--- config.mk ---
export PLATFORM = sky130hd
export DESIGN_NAME = mc_control_unit_flat
export DESIGN_NICKNAME = d
export VERILOG_FILES = /design/src/rtl/rv_ctrl_pkg.sv /design/src/rtl/mc_control_unit_if.sv /design/src/rtl/instr_class_decode.sv /design/src/rtl/mc_control_unit.sv /design/src/flat_wrapper.sv
export SDC_FILE = /design/constraint.sdc
export NUM_CORES = 1
export LEC_CHECK = 0
export ABC_AREA = 1
export CORE_MARGIN = 5
export CORE_UTILIZATION = 52
export DETAILED_ROUTE_END_ITERATION = 7
export PLACE_DENSITY_LB_ADDON = 0.2
export SLEW_MARGIN = 40
export SYNTH_ARGS = -nofsm -noshare
export SYNTH_HDL_FRONTEND = slang
export SYNTH_SLANG_ARGS = --single-unit
--- constraint.sdc ---
create_clock -name clk -period 2.1 [get_ports clk]
set_input_delay 0.42 -clock clk [delete_from_list [all_inputs] [get_ports clk]]
set_output_delay 0.42 -clock clk [all_outputs]
set_load 0.03 [all_outputs]
--- src/rtl/rv_ctrl_pkg.sv ---
`default_nettype none
// ============================================================================
//  Module   : rv_ctrl_pkg
//  Purpose  : Shared opcode constants, state/class enums and aluop codes for
//             the RV32I multicycle control sequencer.
//  Revision : 1.0 - initial release
// ============================================================================
package rv_ctrl_pkg;

    localparam logic [6:0] c_OP_R     = 7'b0110011;
    localparam logic [6:0] c_OP_I     = 7'b0010011;
    localparam logic [6:0] c_OP_LOAD  = 7'b0000011;
    localparam logic [6:0] c_OP_STORE = 7'b0100011;
    localparam logic [6:0] c_OP_BR    = 7'b1100011;
    localparam logic [6:0] c_OP_JAL   = 7'b1101111;
    localparam logic [6:0] c_OP_JALR  = 7'b1100111;

    localparam logic [6:0] c_HALT_OPCODE = 7'h7f;

    localparam logic [1:0] c_ALUOP_ADD = 2'b00;
    localparam logic [1:0] c_ALUOP_BR  = 2'b01;
    localparam logic [1:0] c_ALUOP_R   = 2'b10;
    localparam logic [1:0] c_ALUOP_I   = 2'b11;

    typedef enum logic [2:0] {
        S_IDLE   = 3'd0,
        S_FETCH  = 3'd1,
        S_DECODE = 3'd2,
        S_EXEC   = 3'd3,
        S_MEM    = 3'd4,
        S_WB     = 3'd5,
        S_HALT   = 3'd6
    } state_t;

    typedef enum logic [2:0] {
        CLS_R     = 3'd0,
        CLS_I     = 3'd1,
        CLS_LOAD  = 3'd2,
        CLS_STORE = 3'd3,
        CLS_BR    = 3'd4,
        CLS_JAL   = 3'd5,
        CLS_JALR  = 3'd6,
        CLS_ILL   = 3'd7
    } cls_t;

endpackage
`default_nettype wire

--- src/rtl/mc_control_unit_if.sv ---
`default_nettype none
// ============================================================================
//  Module   : mc_control_unit_if
//  Purpose  : Control bundle between the sequencer (master) and the shared
//             datapath / memory port (slave).
//  Revision : 1.0 - initial release
// ============================================================================
interface mc_control_unit_if #(
    parameter int OPCODE_W = 7,
    parameter int ALUOP_W  = 2,
    parameter int CNT_W    = 32
);
    logic                start;
    logic [OPCODE_W-1:0] opcode;
    logic                mem_ready;
    logic                mem_req;
    logic                mem_we;
    logic                ir_write;
    logic                pc_write;
    logic                branch;
    logic                alu_src;
    logic [ALUOP_W-1:0]  aluop;
    logic                reg_write;
    logic                mem_to_reg;
    logic                busy;
    logic                halted;
    logic                err_illegal;
    logic                err_timeout;
    logic [CNT_W-1:0]    instr_count;

    modport master (
        input  start, opcode, mem_ready,
        output mem_req, mem_we, ir_write, pc_write, branch, alu_src, aluop,
               reg_write, mem_to_reg, busy, halted, err_illegal, err_timeout,
               instr_count
    );

    modport slave (
        output start, opcode, mem_ready,
        input  mem_req, mem_we, ir_write, pc_write, branch, alu_src, aluop,
               reg_write, mem_to_reg, busy, halted, err_illegal, err_timeout,
               instr_count
    );
endinterface
`default_nettype wire

--- src/rtl/instr_class_decode.sv ---
`default_nettype none
// ============================================================================
//  Module   : instr_class_decode
//  Purpose  : Combinational opcode to instruction-class decoder.
//  Revision : 1.0 - initial release
// ============================================================================
module instr_class_decode
    import rv_ctrl_pkg::*;
#(
    parameter int OPCODE_W = 7
) (
    input  wire logic [OPCODE_W-1:0] i_opcode,
    output cls_t                     o_cls
);

    // Map each supported major opcode to its class; anything else is illegal.
    always_comb begin
        o_cls = CLS_ILL;
        case (i_opcode)
            c_OP_R:     o_cls = CLS_R;
            c_OP_I:     o_cls = CLS_I;
            c_OP_LOAD:  o_cls = CLS_LOAD;
            c_OP_STORE: o_cls = CLS_STORE;
            c_OP_BR:    o_cls = CLS_BR;
            c_OP_JAL:   o_cls = CLS_JAL;
            c_OP_JALR:  o_cls = CLS_JALR;
            default:    o_cls = CLS_ILL;
        endcase
    end

endmodule
`default_nettype wire

--- src/rtl/mc_control_unit.sv ---
`default_nettype none
// ============================================================================
//  Module   : mc_control_unit
//  Purpose  : Multicycle FETCH/DECODE/EXEC/MEM/WB sequencer with memory
//             handshake, halt, illegal-opcode and memory-timeout detection.
//  Revision : 1.0 - initial release
// ============================================================================
module mc_control_unit
    import rv_ctrl_pkg::*;
#(
    parameter int                  OPCODE_W    = 7,
    parameter int                  ALUOP_W     = 2,
    parameter logic [OPCODE_W-1:0] HALT_OPCODE = c_HALT_OPCODE,
    parameter int                  MEM_TIMEOUT = 16,
    parameter int                  CNT_W       = 32
) (
    input wire logic             clk,
    input wire logic             rst,
    mc_control_unit_if.master    bus
);

    localparam int c_WAIT_W = $clog2(MEM_TIMEOUT + 1);

    state_t               r_state;
    state_t               w_state_nxt;
    cls_t                 r_cls;
    cls_t                 w_cls_dec;
    logic [c_WAIT_W-1:0]  r_wait;
    logic                 r_err_illegal;
    logic                 r_err_timeout;
    logic [CNT_W-1:0]     r_count;

    logic                 w_timeout;
    logic                 w_retire;
    logic                 w_set_ill;
    logic                 w_set_to;
    logic                 w_mem_req;
    logic                 w_mem_we;
    logic                 w_ir_write;
    logic                 w_pc_write;
    logic                 w_branch;
    logic                 w_alu_src;
    logic [ALUOP_W-1:0]   w_aluop;
    logic                 w_reg_write;
    logic                 w_mem_to_reg;

    instr_class_decode #(
        .OPCODE_W (OPCODE_W)
    ) u_decode (
        .i_opcode (bus.opcode),
        .o_cls    (w_cls_dec)
    );

    // The limit is hit on the wait cycle that would bring the count to MEM_TIMEOUT;
    // a ready arriving in that same cycle still completes normally.
    assign w_timeout = ((r_state == S_FETCH) || (r_state == S_MEM)) && !bus.mem_ready
                       && (r_wait == c_WAIT_W'(MEM_TIMEOUT - 1));

    // Next-state and Moore strobe decode.
    always_comb begin
        w_state_nxt  = r_state;
        w_retire     = 1'b0;
        w_set_ill    = 1'b0;
        w_set_to     = 1'b0;
        w_mem_req    = 1'b0;
        w_mem_we     = 1'b0;
        w_ir_write   = 1'b0;
        w_pc_write   = 1'b0;
        w_branch     = 1'b0;
        w_alu_src    = 1'b0;
        w_aluop      = c_ALUOP_ADD;
        w_reg_write  = 1'b0;
        w_mem_to_reg = 1'b0;
        case (r_state)
            S_IDLE: begin
                if (bus.start) w_state_nxt = S_FETCH;
            end
            S_FETCH: begin
                w_mem_req = 1'b1;
                if (bus.mem_ready) begin
                    w_ir_write  = 1'b1;
                    w_state_nxt = S_DECODE;
                end else if (w_timeout) begin
                    w_set_to    = 1'b1;
                    w_state_nxt = S_HALT;
                end
            end
            S_DECODE: begin
                if (bus.opcode == HALT_OPCODE) begin
                    w_state_nxt = S_HALT;
                end else if (w_cls_dec == CLS_ILL) begin
                    w_set_ill   = 1'b1;
                    w_state_nxt = S_HALT;
                end else begin
                    w_state_nxt = S_EXEC;
                end
            end
            S_EXEC: begin
                case (r_cls)
                    CLS_R:               w_aluop = c_ALUOP_R;
                    CLS_I:     begin w_alu_src = 1'b1; w_aluop = c_ALUOP_I;   end
                    CLS_LOAD,
                    CLS_STORE: begin w_alu_src = 1'b1; w_aluop = c_ALUOP_ADD; end
                    CLS_BR,
                    CLS_JAL:   begin w_branch  = 1'b1; w_aluop = c_ALUOP_BR;  end
                    CLS_JALR:  begin w_branch  = 1'b1; w_alu_src = 1'b1; w_aluop = c_ALUOP_ADD; end
                    default:             w_aluop = c_ALUOP_ADD;
                endcase
                if (r_cls == CLS_BR) begin
                    w_pc_write  = 1'b1;
                    w_retire    = 1'b1;
                    w_state_nxt = S_FETCH;
                end else if ((r_cls == CLS_LOAD) || (r_cls == CLS_STORE)) begin
                    w_state_nxt = S_MEM;
                end else begin
                    w_state_nxt = S_WB;
                end
            end
            S_MEM: begin
                w_mem_req = 1'b1;
                w_mem_we  = (r_cls == CLS_STORE);
                w_alu_src = 1'b1;
                w_aluop   = c_ALUOP_ADD;
                if (bus.mem_ready) begin
                    if (r_cls == CLS_STORE) begin
                        w_pc_write  = 1'b1;
                        w_retire    = 1'b1;
                        w_state_nxt = S_FETCH;
                    end else begin
                        w_state_nxt = S_WB;
                    end
                end else if (w_timeout) begin
                    w_set_to    = 1'b1;
                    w_state_nxt = S_HALT;
                end
            end
            S_WB: begin
                w_reg_write  = 1'b1;
                w_mem_to_reg = (r_cls == CLS_LOAD);
                w_pc_write   = 1'b1;
                w_branch     = (r_cls == CLS_JAL) || (r_cls == CLS_JALR);
                w_retire     = 1'b1;
                w_state_nxt  = S_FETCH;
            end
            S_HALT: begin
                w_state_nxt = S_HALT;
            end
            default: begin
                w_state_nxt = S_IDLE;
            end
        endcase
    end

    // State, instruction class, wait counter, sticky errors and retire count.
    always_ff @(posedge clk) begin
        if (rst) begin
            r_state       <= S_IDLE;
            r_cls         <= CLS_ILL;
            r_wait        <= '0;
            r_err_illegal <= 1'b0;
            r_err_timeout <= 1'b0;
            r_count       <= '0;
        end else begin
            r_state <= w_state_nxt;
            if (r_state == S_DECODE) r_cls <= w_cls_dec;
            // FETCH and MEM are only ever entered from a different state,
            // so any state change restarts the wait count.
            if (w_state_nxt != r_state) begin
                r_wait <= '0;
            end else if (((r_state == S_FETCH) || (r_state == S_MEM)) && !bus.mem_ready) begin
                r_wait <= r_wait + 1'b1;
            end
            if (w_set_ill) r_err_illegal <= 1'b1;
            if (w_set_to)  r_err_timeout <= 1'b1;
            if (w_retire)  r_count       <= r_count + 1'b1;
        end
    end

    assign bus.mem_req     = w_mem_req;
    assign bus.mem_we      = w_mem_we;
    assign bus.ir_write    = w_ir_write;
    assign bus.pc_write    = w_pc_write;
    assign bus.branch      = w_branch;
    assign bus.alu_src     = w_alu_src;
    assign bus.aluop       = w_aluop;
    assign bus.reg_write   = w_reg_write;
    assign bus.mem_to_reg  = w_mem_to_reg;
    assign bus.busy        = (r_state != S_IDLE) && (r_state != S_HALT);
    assign bus.halted      = (r_state == S_HALT);
    assign bus.err_illegal = r_err_illegal;
    assign bus.err_timeout = r_err_timeout;
    assign bus.instr_count = r_count;

endmodule
`default_nettype wire

--- src/flat_wrapper.sv ---
// flat-port wrapper written by rule: the top's interface ports become plain ports
module mc_control_unit_flat import rv_ctrl_pkg::*;
#(
    parameter int                  OPCODE_W    = 7,
    parameter int                  ALUOP_W     = 2,
    parameter logic [OPCODE_W-1:0] HALT_OPCODE = c_HALT_OPCODE,
    parameter int                  MEM_TIMEOUT = 16,
    parameter int                  CNT_W       = 32
)
  (clk, rst, bus_start, bus_opcode, bus_mem_ready, bus_mem_req, bus_mem_we, bus_ir_write, bus_pc_write, bus_branch, bus_alu_src, bus_aluop, bus_reg_write, bus_mem_to_reg, bus_busy, bus_halted, bus_err_illegal, bus_err_timeout, bus_instr_count);
  mc_control_unit_if #(.OPCODE_W(OPCODE_W), .ALUOP_W(ALUOP_W), .CNT_W(CNT_W)) bus_i ();
  input wire logic clk;
  input wire logic rst;
  input wire logic [$bits(bus_i.start)-1:0] bus_start;
  input wire logic [$bits(bus_i.opcode)-1:0] bus_opcode;
  input wire logic [$bits(bus_i.mem_ready)-1:0] bus_mem_ready;
  output wire logic [$bits(bus_i.mem_req)-1:0] bus_mem_req;
  output wire logic [$bits(bus_i.mem_we)-1:0] bus_mem_we;
  output wire logic [$bits(bus_i.ir_write)-1:0] bus_ir_write;
  output wire logic [$bits(bus_i.pc_write)-1:0] bus_pc_write;
  output wire logic [$bits(bus_i.branch)-1:0] bus_branch;
  output wire logic [$bits(bus_i.alu_src)-1:0] bus_alu_src;
  output wire logic [$bits(bus_i.aluop)-1:0] bus_aluop;
  output wire logic [$bits(bus_i.reg_write)-1:0] bus_reg_write;
  output wire logic [$bits(bus_i.mem_to_reg)-1:0] bus_mem_to_reg;
  output wire logic [$bits(bus_i.busy)-1:0] bus_busy;
  output wire logic [$bits(bus_i.halted)-1:0] bus_halted;
  output wire logic [$bits(bus_i.err_illegal)-1:0] bus_err_illegal;
  output wire logic [$bits(bus_i.err_timeout)-1:0] bus_err_timeout;
  output wire logic [$bits(bus_i.instr_count)-1:0] bus_instr_count;
  assign bus_i.start = bus_start;
  assign bus_i.opcode = bus_opcode;
  assign bus_i.mem_ready = bus_mem_ready;
  assign bus_mem_req = bus_i.mem_req;
  assign bus_mem_we = bus_i.mem_we;
  assign bus_ir_write = bus_i.ir_write;
  assign bus_pc_write = bus_i.pc_write;
  assign bus_branch = bus_i.branch;
  assign bus_alu_src = bus_i.alu_src;
  assign bus_aluop = bus_i.aluop;
  assign bus_reg_write = bus_i.reg_write;
  assign bus_mem_to_reg = bus_i.mem_to_reg;
  assign bus_busy = bus_i.busy;
  assign bus_halted = bus_i.halted;
  assign bus_err_illegal = bus_i.err_illegal;
  assign bus_err_timeout = bus_i.err_timeout;
  assign bus_instr_count = bus_i.instr_count;
  mc_control_unit #(.OPCODE_W(OPCODE_W), .ALUOP_W(ALUOP_W), .HALT_OPCODE(HALT_OPCODE), .MEM_TIMEOUT(MEM_TIMEOUT), .CNT_W(CNT_W)) u_core (.clk(clk), .rst(rst), .bus(bus_i));
endmodule
==> flow_summary.toml <==
[status]
status = "finished, final reports clean"

[detailed_routing]
wl_per_cell_um = 12.79
num_vias = 3105
drt_iter0_drc = 247
vias_per_cell = 5.192
drc = 0
first_pass_iters = 5
detail-route-antenna-nets = 0
drt_wl_total_um = 7647

[floorplanning]
initial_core_util_pct = 52.70
chipWidth_um = 84.25
ios = 57
die_h_um = 84.25
core_area_mm2 = 0.005439
dieArea_mm2 = 0.007097
num_rows = 27

[synth]
synth-simple-area-share_pct = 41.42
synth_top_family_by_area = "simple AND/OR/NAND/NOR gates"
yosysSeqAreaShare_pct = 31.43
synthCells = 466
synth_compound_area_share_pct = 12.05
yosys-top-cells-area = "dfxtp_1 31%, nand2_1 20%, nor2_1 10%"
synth_async_sr_flop_share_pct = 0
synth.cells.most_frequent = "151 x nand2_1, 78 x nor2_1, 45 x dfxtp_1"
yosys_register_bits = 45
yosys-mux-area-fraction_pct = 0.3492
synth-adder-area-share_pct = 1.309
yosysTopAreaCellShare_pct = 31.43
synth_xor_area_share_pct = 4.889
synthesis.area_mm2 = 0.002866
yosysMostFrequentCell = "nand2_1"
yosysTopAreaCell = "dfxtp_1"
yosysWarnings = 0
synth-main-ff-cell = "dfxtp_1"
synth_nets = 480
avgSynthCellArea_um2 = 6.151
synth.distinct_cells = 33
synth_edf_count = 0

[critical_path]
worst-r2r-cell-count = 10
crit_fanout = 4
path_delay_family = "buffers and inverters"
cp.depth = 5
cp.arrival_ns = 1.59
slowest_delay_ns = 0.48
setup.worst_path.end_class = "primary output"
path_buf_inv = 2
path_class = "input pin to primary output"
crit_required_ns = 1.68
slowest_stage = "clkdlybuf4s50_1"
start_kind = "input pin"
cp_cell_sequence = "clkdlybuf4s50_1 -> nand4_1 -> or2_0 -> nand2_2 -> buf_4"

[timing]
fin_setup_tns_ns = 0
post-route-period-util_pct = 95.53
maxSlewHeadroom_pct = 67.66
fmax_mhz = 498.5
worstMarginPinSlew_ns = 0.4843
slew_violations = 0
finalCriticalPeriod_ns = 2.006
setup_violations = 0
finalWorstSetupSlack_ns = 0.09383
hold_violations = 0
rsz0062_at_grt = "no"
fin_skew_ns = 0.003887

[clock_network]
clock_path_buffers = 2
htreeDepth = 2
numCtsBuffers = 5
cts.sinks = 45
path_clk_slew_ns = 0.09
cts_tree = "built"
clk-insertion-delay-late_ns = 0.30
root_buffer = "clkbuf_8"

[global_routing]
grt_use_met1_pct = 27.07
busiest_layer = "met2"
grt_pass1_wl_um = 13050
met2_usage_pct = 38.95
grt_max_degree = 35
grt_pass1_vias = 2887
antenna_found_initial = 0
grt_use_met3_pct = 4.024
gr-total-overflow = 0
track_usage_pct = 22.04

[finish]
diodes = 0
drive_above_1_share_pct = 8.555
syn_to_final_growth_pct = 25.58
fin_nets = 539

[pwr]
power_density_mw_per_mm2 = 479.0
peakVddDrop_v = 0.0003410
p_leak_nw = 1.308
finalPower_mw = 1.724

[placed_design]
gp_congestion = 0.9342
dpl_worst_slack_ns = 0.05216
dp_hpwl_um = 5898
place.port_buffers = 56

[job]
max_cap_viol_count = 0

[worst_hold_path]
min_path_type = "flip-flop to flip-flop"
hold_depth = 2
[cell type report]
type / count / area (um2)
inverters: 45 / 168.9
fillers: 492 / 1839
well taps: 72 / 90.09
flip-flops and latches: 45 / 907.1
repair buffers: 63 / 603.1
multi-input cells: 365 / 1739
clock buffers: 5 / 68.82
clock inverters: 3 / 22.52
[through the flow]
| stage | util [%] | hold WS, ns | area (um2) | instances |
|---|---|---|---|---|
| after global placement | 64.39 | 0.4493 | 3502 | 590 |
| after floorplan | - | 0.4694 | 2878 | 466 |
| after global routing | 66.18 | 0.4987 | 3600 | 598 |
| after CTS | 66.05 | 0.4687 | 3592 | 598 |
| after detailed placement | 64.39 | 0.4548 | 3502 | 590 |
| final | 66.18 | 0.4627 | 3600 | 598 |
[path summary, 6_finish.rpt]
kind	slack, ns	startpoint	to
max	0.09	bus_mem_ready	bus_pc_write
min	0.46	u_core.bus.err_timeout	u_core.bus.err_timeout
max reg2reg	0.34	u_core.r_state[2]	u_core.bus.instr_count[0]
min reg2reg	0.46	u_core.bus.err_timeout	u_core.bus.err_timeout
[cell usage in the layout, fill, tap and decap left out, drive strengths merged]
cell type        n
nand2          153
nor2            84
dfxtp           45
inv             45
clkdlybuf4s50   44
a21oi           41
xor2            16
nand3           16
nor3            15
o21ai           15
buf             13
dlygate4sd2      6
nand3b           5
clkbuf           5
nand4            4
a21boi           3
ha               3
clkinvlp         3
o22ai            2
or2              1
a221oi           1
nor4             1
a31oi            1
o211ai           1
nor3b            1
mux2i            1
o31ai            1
[worst register-to-register path, cell delays in order (launching register included)]
cell and delay (ns):
dfxtp_2 0.39, buf_4 0.15, nor2_4 0.04, buf_4 0.14, inv_2 0.06, nor2_1 0.05, nor2_2 0.10, nand2_2 0.10
inv_2 0.38, o21ai_0 0.15, a21oi_1 0.14
[routing by layer]
metal / wire (um) / part of all wire [%] / vias up
met1: 3346 / 44 / 1413
met5: 0 / 0 / -
met2: 3795 / 50 / 81
met3: 372 / 4.9 / 11
met4: 133 / 1.7 / 0
li1: - / - / 1600
[where the power goes]
part	internal (mW)	switching (mW)	total [mW]
Clock	0.234	0.320	0.553
Combinational	0.0970	0.175	0.272
Sequential	0.871	0.0274	0.899
[state kept, by name (all words and copies together) (netlist names)]
register,count
u_core.bus.instr_count,32
u_core.r_cls,3
u_core.bus.err_illegal,1
u_core.r_wait,5
u_core.bus.err_timeout,1
u_core.r_state,3
[cell families (layout without fill, tap and decap cells)]
family | after synthesis | after routing
flip-flops | 45 | 45
AO/OA/AOI/OAI | 65 | 65
multiplexers | 1 | 1
XOR/XNOR | 16 | 16
AND/OR/NAND/NOR | 280 | 280
adder cells (fa/ha/maj) | 3 | 3
buffers and inverters | 56 | 116
[repair_timing]
action	in CTS	in global routing
cloned	0	0
resized for setup	10	3
setup endpoints to repair	8	2
pin swaps	0	1
hold buffers	0	0
buffers inserted	0	0
Power figures use the tool's default switching activity.
